<file path="config.mk">
export PLATFORM = sky130hd
export DESIGN_NAME = car_speed_cntl_param
export DESIGN_NICKNAME = d
export VERILOG_FILES = /design/src/rtl/car_pkg.sv /design/src/rtl/car_step_pacer.sv /design/src/rtl/car_speed_cntl_param.sv
export SDC_FILE = /design/constraint.sdc
export NUM_CORES = 1
export LEC_CHECK = 0
export BUFFER_PORTS_ARGS = -buffer_cell sky130_fd_sc_hd__buf_2
export CAP_MARGIN = 20
export CORE_AREA = 2 2 58 60
export DETAILED_ROUTE_END_ITERATION = 8
export DIE_AREA = 0 0 60 62
export GPL_TIMING_DRIVEN = 0
export PLACE_DENSITY = 0.73
export SLEW_MARGIN = 20
export SYNTH_ARGS = -nofsm -noshare
export SYNTH_HDL_FRONTEND = slang
export SYNTH_SLANG_ARGS = --single-unit
</file>
<file path="constraint.sdc">
create_clock -name clock -period 2.7 [get_ports clock]
set_input_delay 0.675 -clock clock [delete_from_list [all_inputs] [get_ports clock]]
set_output_delay 0.675 -clock clock [all_outputs]
set_load 0.01 [all_outputs]
</file>
<file path="src/rtl/car_pkg.sv">
// Shared types and saturating arithmetic helpers for the parametrised car speed controller.
package car_pkg;

   typedef enum logic [1:0] {
      MODE_OFF    = 2'b00,
      MODE_STOP   = 2'b01,
      MODE_DRIVE  = 2'b10,
      MODE_CRUISE = 2'b11
   } car_mode_t;

   // Helpers work on a fixed wide operand; callers zero-extend and truncate back to SPEED_W.
   localparam int CALC_W = 16;

   function automatic logic [CALC_W-1:0] sat_add(input logic [CALC_W-1:0] speed,
                                                 input logic [CALC_W-1:0] inc,
                                                 input logic [CALC_W-1:0] max);
      logic [CALC_W-1:0] sum;
      sum = speed + inc;
      if (sum > max) begin
         return max;
      end else begin
         return sum;
      end
   endfunction

   function automatic logic [CALC_W-1:0] sat_sub(input logic [CALC_W-1:0] speed,
                                                 input logic [CALC_W-1:0] dec);
      if (speed > dec) begin
         return speed - dec;
      end else begin
         return {CALC_W{1'b0}};
      end
   endfunction

endpackage

</file>
<file path="src/rtl/car_step_pacer.sv">
// Divide-by-DIV step pacer: counts enabled cycles and ticks on the DIV-th one, then wraps.
module car_step_pacer #(
   parameter int DIV = 2
) (
   input  logic clock,
   input  logic reset_n,
   input  logic en,
   input  logic clr,
   output logic tick
);

   localparam int CW = (DIV > 1) ? $clog2(DIV) : 1;

   logic [CW-1:0] cnt_r;

   assign tick = en && (cnt_r == CW'(DIV - 1));

   // Pacing counter; clear has priority over counting.
   always_ff @(posedge clock or negedge reset_n) begin
      if (!reset_n) begin
         cnt_r <= {CW{1'b0}};
      end else if (clr) begin
         cnt_r <= {CW{1'b0}};
      end else if (en) begin
         cnt_r <= tick ? {CW{1'b0}} : cnt_r + CW'(1);
      end else begin
         cnt_r <= cnt_r;
      end
   end

endmodule

</file>
<file path="src/rtl/car_speed_cntl_param.sv">
// Car speed controller: OFF/STOP/DRIVE/CRUISE FSM with paced acceleration, braking and coasting.
module car_speed_cntl_param
   import car_pkg::*;
#(
   parameter int SPEED_W    = 3,
   parameter int MAX_SPEED  = 7,
   parameter int ACCEL_DIV  = 2,
   parameter int BRAKE_STEP = 2,
   parameter int COAST_DIV  = 4
) (
   input  logic               clock,
   input  logic               reset_n,
   input  logic               keys,
   input  logic               brake,
   input  logic               accelerate,
   input  logic               cruise_set,
   input  logic               cruise_cancel,
   output logic [SPEED_W-1:0] speed,
   output logic [1:0]         mode,
   output logic               at_max,
   output logic [SPEED_W-1:0] cruise_target
);

   localparam bit COAST_ON  = (COAST_DIV > 0);
   localparam int COAST_EFF = COAST_ON ? COAST_DIV : 1;

   car_mode_t          mode_r, mode_next_s;
   logic [SPEED_W-1:0] speed_r, speed_next_s;
   logic [SPEED_W-1:0] target_r, target_next_s;
   logic               at_max_r;

   logic accel_en_s, accel_clr_s, accel_tick_s;
   logic coast_en_s, coast_clr_s, coast_tick_s;

   logic [SPEED_W-1:0] speed_inc_s, speed_dec1_s, speed_brk_s, target_inc_s;

   assign speed_inc_s  = SPEED_W'(sat_add(CALC_W'(speed_r), CALC_W'(1), CALC_W'(MAX_SPEED)));
   assign speed_dec1_s = SPEED_W'(sat_sub(CALC_W'(speed_r), CALC_W'(1)));
   assign speed_brk_s  = SPEED_W'(sat_sub(CALC_W'(speed_r), CALC_W'(BRAKE_STEP)));
   assign target_inc_s = SPEED_W'(sat_add(CALC_W'(target_r), CALC_W'(1), CALC_W'(MAX_SPEED)));

   car_step_pacer #(.DIV(ACCEL_DIV)) u_accel_pacer (
      .clock   (clock),
      .reset_n (reset_n),
      .en      (accel_en_s),
      .clr     (accel_clr_s),
      .tick    (accel_tick_s)
   );

   car_step_pacer #(.DIV(COAST_EFF)) u_coast_pacer (
      .clock   (clock),
      .reset_n (reset_n),
      .en      (coast_en_s),
      .clr     (coast_clr_s),
      .tick    (coast_tick_s)
   );

   // Next-state, speed datapath and pacer controls; priority keys > brake > cancel > set > accel > idle.
   always_comb begin
      mode_next_s   = mode_r;
      speed_next_s  = speed_r;
      target_next_s = target_r;
      accel_en_s    = 1'b0;
      accel_clr_s   = 1'b0;
      coast_en_s    = 1'b0;
      coast_clr_s   = 1'b0;

      if (!keys) begin
         mode_next_s   = MODE_OFF;
         speed_next_s  = {SPEED_W{1'b0}};
         target_next_s = {SPEED_W{1'b0}};
         accel_clr_s   = 1'b1;
         coast_clr_s   = 1'b1;
      end else begin
         case (mode_r)
            MODE_OFF: begin
               mode_next_s   = MODE_STOP;
               speed_next_s  = {SPEED_W{1'b0}};
               target_next_s = {SPEED_W{1'b0}};
               accel_clr_s   = 1'b1;
               coast_clr_s   = 1'b1;
            end
            MODE_STOP: begin
               coast_clr_s = 1'b1;
               if (accelerate && !brake) begin
                  accel_en_s = 1'b1;
                  if (accel_tick_s) begin
                     speed_next_s = speed_inc_s;
                     mode_next_s  = MODE_DRIVE;
                  end else begin
                     speed_next_s = speed_r;
                  end
               end else begin
                  accel_clr_s = 1'b1;
               end
            end
            MODE_DRIVE: begin
               if (brake) begin
                  accel_clr_s  = 1'b1;
                  coast_clr_s  = 1'b1;
                  speed_next_s = speed_brk_s;
                  mode_next_s  = (speed_brk_s == {SPEED_W{1'b0}}) ? MODE_STOP : MODE_DRIVE;
               end else if (cruise_set && !cruise_cancel && (speed_r != {SPEED_W{1'b0}})) begin
                  accel_clr_s   = 1'b1;
                  coast_clr_s   = 1'b1;
                  target_next_s = speed_r;
                  mode_next_s   = MODE_CRUISE;
               end else if (accelerate) begin
                  accel_en_s   = 1'b1;
                  coast_clr_s  = 1'b1;
                  speed_next_s = accel_tick_s ? speed_inc_s : speed_r;
               end else begin
                  // Idle: coast down only when coasting is configured.
                  accel_clr_s = 1'b1;
                  coast_en_s  = COAST_ON;
                  if (coast_tick_s) begin
                     speed_next_s = speed_dec1_s;
                     mode_next_s  = (speed_dec1_s == {SPEED_W{1'b0}}) ? MODE_STOP : MODE_DRIVE;
                  end else begin
                     speed_next_s = speed_r;
                  end
               end
            end
            MODE_CRUISE: begin
               if (brake) begin
                  accel_clr_s  = 1'b1;
                  coast_clr_s  = 1'b1;
                  speed_next_s = speed_brk_s;
                  mode_next_s  = (speed_brk_s == {SPEED_W{1'b0}}) ? MODE_STOP : MODE_DRIVE;
               end else if (cruise_cancel) begin
                  accel_clr_s = 1'b1;
                  coast_clr_s = 1'b1;
                  mode_next_s = MODE_DRIVE;
               end else if (cruise_set) begin
                  accel_clr_s   = 1'b1;
                  coast_clr_s   = 1'b1;
                  target_next_s = speed_r;
               end else if (accelerate) begin
                  accel_en_s  = 1'b1;
                  coast_clr_s = 1'b1;
                  if (accel_tick_s) begin
                     target_next_s = target_inc_s;
                     speed_next_s  = target_inc_s;
                  end else begin
                     speed_next_s = target_r;
                  end
               end else begin
                  accel_clr_s  = 1'b1;
                  coast_clr_s  = 1'b1;
                  speed_next_s = target_r;
               end
            end
            default: begin
               mode_next_s   = MODE_OFF;
               speed_next_s  = {SPEED_W{1'b0}};
               target_next_s = {SPEED_W{1'b0}};
               accel_clr_s   = 1'b1;
               coast_clr_s   = 1'b1;
            end
         endcase
      end
   end

   // State and output registers.
   always_ff @(posedge clock or negedge reset_n) begin
      if (!reset_n) begin
         mode_r   <= MODE_OFF;
         speed_r  <= {SPEED_W{1'b0}};
         target_r <= {SPEED_W{1'b0}};
         at_max_r <= 1'b0;
      end else begin
         mode_r   <= mode_next_s;
         speed_r  <= speed_next_s;
         target_r <= target_next_s;
         at_max_r <= (speed_next_s == SPEED_W'(MAX_SPEED));
      end
   end

   assign speed         = speed_r;
   assign mode          = mode_r;
   assign at_max        = at_max_r;
   assign cruise_target = target_r;

endmodule

</file>
==> impl_metrics.env <==
export IMPL_startpoint_type="flip-flop"
export IMPL_status="finished, final reports clean"
export IMPL_setup_violations=0
export IMPL_drive_gt1_share_pct=25.5
export IMPL_period_needed_ns=2.56
export IMPL_die_area_um2=3720
export IMPL_clkLatencyLatePin_ns=0.28
export IMPL_row_count=21
export IMPL_cts_root_buf="clkbuf_4"
export IMPL_cp_required_ns=2.86
export IMPL_rsz0062_at_grt="false"
export IMPL_postPlaceCellArea_um2=1630
export IMPL_io_pins=16
export IMPL_arrival_ns=2.72
export IMPL_ys_seq_area_share_pct=19.9
export IMPL_dp_hpwl_um=2780
export IMPL_drt_initial_drc_count=46
export IMPL_layoutNonFillerInstCount=246
export IMPL_synth_cell_types=60
export IMPL_grt_pass1_vias=1211
export IMPL_synthTopCellsByArea="dfrtp_1, ha_1, o21ai_0"
export IMPL_cp_slowest_cell="dfrtp_2"
export IMPL_hold_path_class="in -> async"
export IMPL_cts_hold_buffers=0
export IMPL_grt_max_degree=13
export IMPL_firstDrtPassIters=4
export IMPL_post_cts_buffers=0
export IMPL_synth_top_area_share_pct=19.9
export IMPL_async_flop_share_pct=100
export IMPL_die_h_um=62
export IMPL_period_share_pct=94.9
export IMPL_syn_nets=204
export IMPL_start_util_pct=47.4
export IMPL_max_freq_mhz=390
export IMPL_vias=1441
export IMPL_diodes=0
export IMPL_wirelength_um=3660
export IMPL_worst_pin_slew_ns=0.522
export IMPL_p_per_area_nw_per_um2=607
export IMPL_fin_util_pct=52.9
export IMPL_fin_nets=220
export IMPL_finalInstanceArea_um2=1680
export IMPL_cts_buffers=3
export IMPL_peakVddDrop_mv=0.431
export IMPL_die_w_um=60
export IMPL_avgSynthCellArea_um2=8.15
export IMPL_cts_buffer_depth=2
export IMPL_p_leak_nw=0.685
export IMPL_placed_cells=243
export IMPL_synth_edf_count=0
export IMPL_drc_errors=0
export IMPL_ant_nets=0
export IMPL_synth_top_flop_cell="dfrtp_1"
export IMPL_grtUsageTotal_pct=21.9
export IMPL_worstPathCellList="buf_6 > clkinvlp_4 > ha_1 > and2b_2 > o21ai_4 > a21oi_4 > a22oi_1 > a21oi_1 > or3_1"
export IMPL_criticalPathCategory="reg -> reg"
export IMPL_area_growth_pct=11.5
export IMPL_cpLargestDelayFamily="compound AO/OA/AOI/OAI gates"
export IMPL_antenna_found_initial=0
export IMPL_routedWlPerCell_um=14.9
export IMPL_max_stage_delay_ns=0.43
export IMPL_grt_pass1_wl_um=6130
export IMPL_htreeDepth=1
export IMPL_port_buffers=12
export IMPL_maxCapViolCount=0
export IMPL_syn_area_um2=1510
export IMPL_endpoint_kind="flip-flop"
export IMPL_drv_slew=0
export IMPL_cp_buffers_inverters=2
export IMPL_yosysWarnings=0
export IMPL_postSynthCellCount=185
export IMPL_core_area_um2=3180
export IMPL_relSlewSlack_pct=65.2
export IMPL_crit_fanout=10
export IMPL_synthTopCellsByCount="nand2_1, nor2_1, o21ai_0"
export IMPL_tritoncts="built"
export IMPL_skew_ns=0.00151
export IMPL_synth_top_area_cell="dfrtp_1"
export IMPL_clock_sinks=12
export IMPL_grt_overflow=0
export IMPL_gp_congestion=0.874
export IMPL_path_clk_slew_ns=0.09
export IMPL_finalHoldViolCount=0
export IMPL_via_per_inst=5.86
export IMPL_ys_seq_elements=12
[timing repair]
| action | 4_1_cts | 5_1_grt |
|---|---|---|
| pin swaps | 0 | 0 |
| endpoints found under the setup margin | 7 | 7 |
| resized for setup | 2 | 5 |
[cell type report]
class	count	area [um^2]
sequential	12	302
buffer	9	87.6
tap	46	57.6
clock buffer	4	36.3
inverter	10	41.3
multi-input combinational	153	1100
timing repair buffer	12	60.1
fill	321	1500
[layout by cell type (no fill, tap or decap), types with 3 or more instances in the layout]
| master | count |
|---|---|
| nor2_1 | 18 |
| nand2_1 | 18 |
| o21ai_0 | 15 |
| a21oi_1 | 14 |
| ha_1 | 12 |
| buf_2 | 12 |
| dfrtp_1 | 11 |
| inv_1 | 7 |
| nand3_1 | 6 |
| a22oi_1 | 5 |
| buf_6 | 4 |
| o21ai_2 | 3 |
| nand2b_1 | 3 |
| o211ai_1 | 3 |
| mux2_2 | 3 |
| and3_1 | 3 |
| clkbuf_4 | 3 |
[worst register-to-register path: cells and delay by family, from the launching register on]
| family | cells | cell delay [ns] |
|---|---|---|
| AOI/OAI and AO/OA | 4 | 0.79 |
| and+or+nand+nor | 2 | 0.62 |
| DFF | 1 | 0.43 |
| buffers and inverters | 2 | 0.34 |
| adders and majority gates | 1 | 0.26 |
[cells by family after synthesis]
logic type	after synthesis	share of synthesized area [%]
and+or+nand+nor	71	26.4
buffers and inverters	20	8.55
xor gates and xnor gates	1	0.581
muxes	4	2.90
AOI/OAI and AO/OA	65	31.7
DFF	12	19.9
adders and majority gates	12	9.96
[power by group]
part	switching, mW	total [mW]	internal [mW]	leakage [nW]
logic	0.368	0.616	0.248	0.502
registers	0.0430	0.251	0.208	0.162
clock network	0.0719	0.154	0.0821	0.0210
total	0.483	1.02	0.537	0.685
[worst paths after layout]
check,slack (ns),cells after the start,endpoint,start
worst max register to register,0.14,9,speed[1],speed[1]
worst max-delay path,0.14,9,speed[1],speed[1]
worst min-delay path,0.27,1,at_max,reset_n
min in group clock,0.54,2,u_coast_pacer.cnt_r[1],u_coast_pacer.cnt_r[1]
worst min register to register,0.54,2,u_coast_pacer.cnt_r[1],u_coast_pacer.cnt_r[1]
max in group asynchronous,2.18,1,speed[1],reset_n
[sequential cells by signal (all words and copies together), names as in the netlist]
| register | cells |
|---|---|
| at_max | 1 |
| cruise_target | 3 |
| mode | 2 |
| speed | 3 |
| u_accel_pacer.cnt_r | 1 |
| u_coast_pacer.cnt_r | 2 |
[per-stage QoR]
stage               setup slack (ns)  hold slack (ns)  setup TNS (ns)  power (mW)
CTS                           0.0303            0.279               0        1.02
finish                         0.138            0.267               0        1.02
global route                 0.00910            0.284               0        1.11
global placement              -0.146            0.513          -0.610       0.848
detailed placement            -0.162            0.525          -0.580       0.847
floorplan                      0.280            0.379               0       0.708
[metal layers]
layer / wire [um] / vias up / track usage (%) / share of wire [%]
met1: 1660 / 661 / 31.9 / 45
met4: 32 / 0 / 5.40 / 0.88
li1: - / 720 / - / -
met3: 293 / 5 / 3.11 / 8.0
met5: 0 / - / 0 / 0
met2: 1670 / 55 / 34.0 / 46
Power figures use the tool's default switching activity.
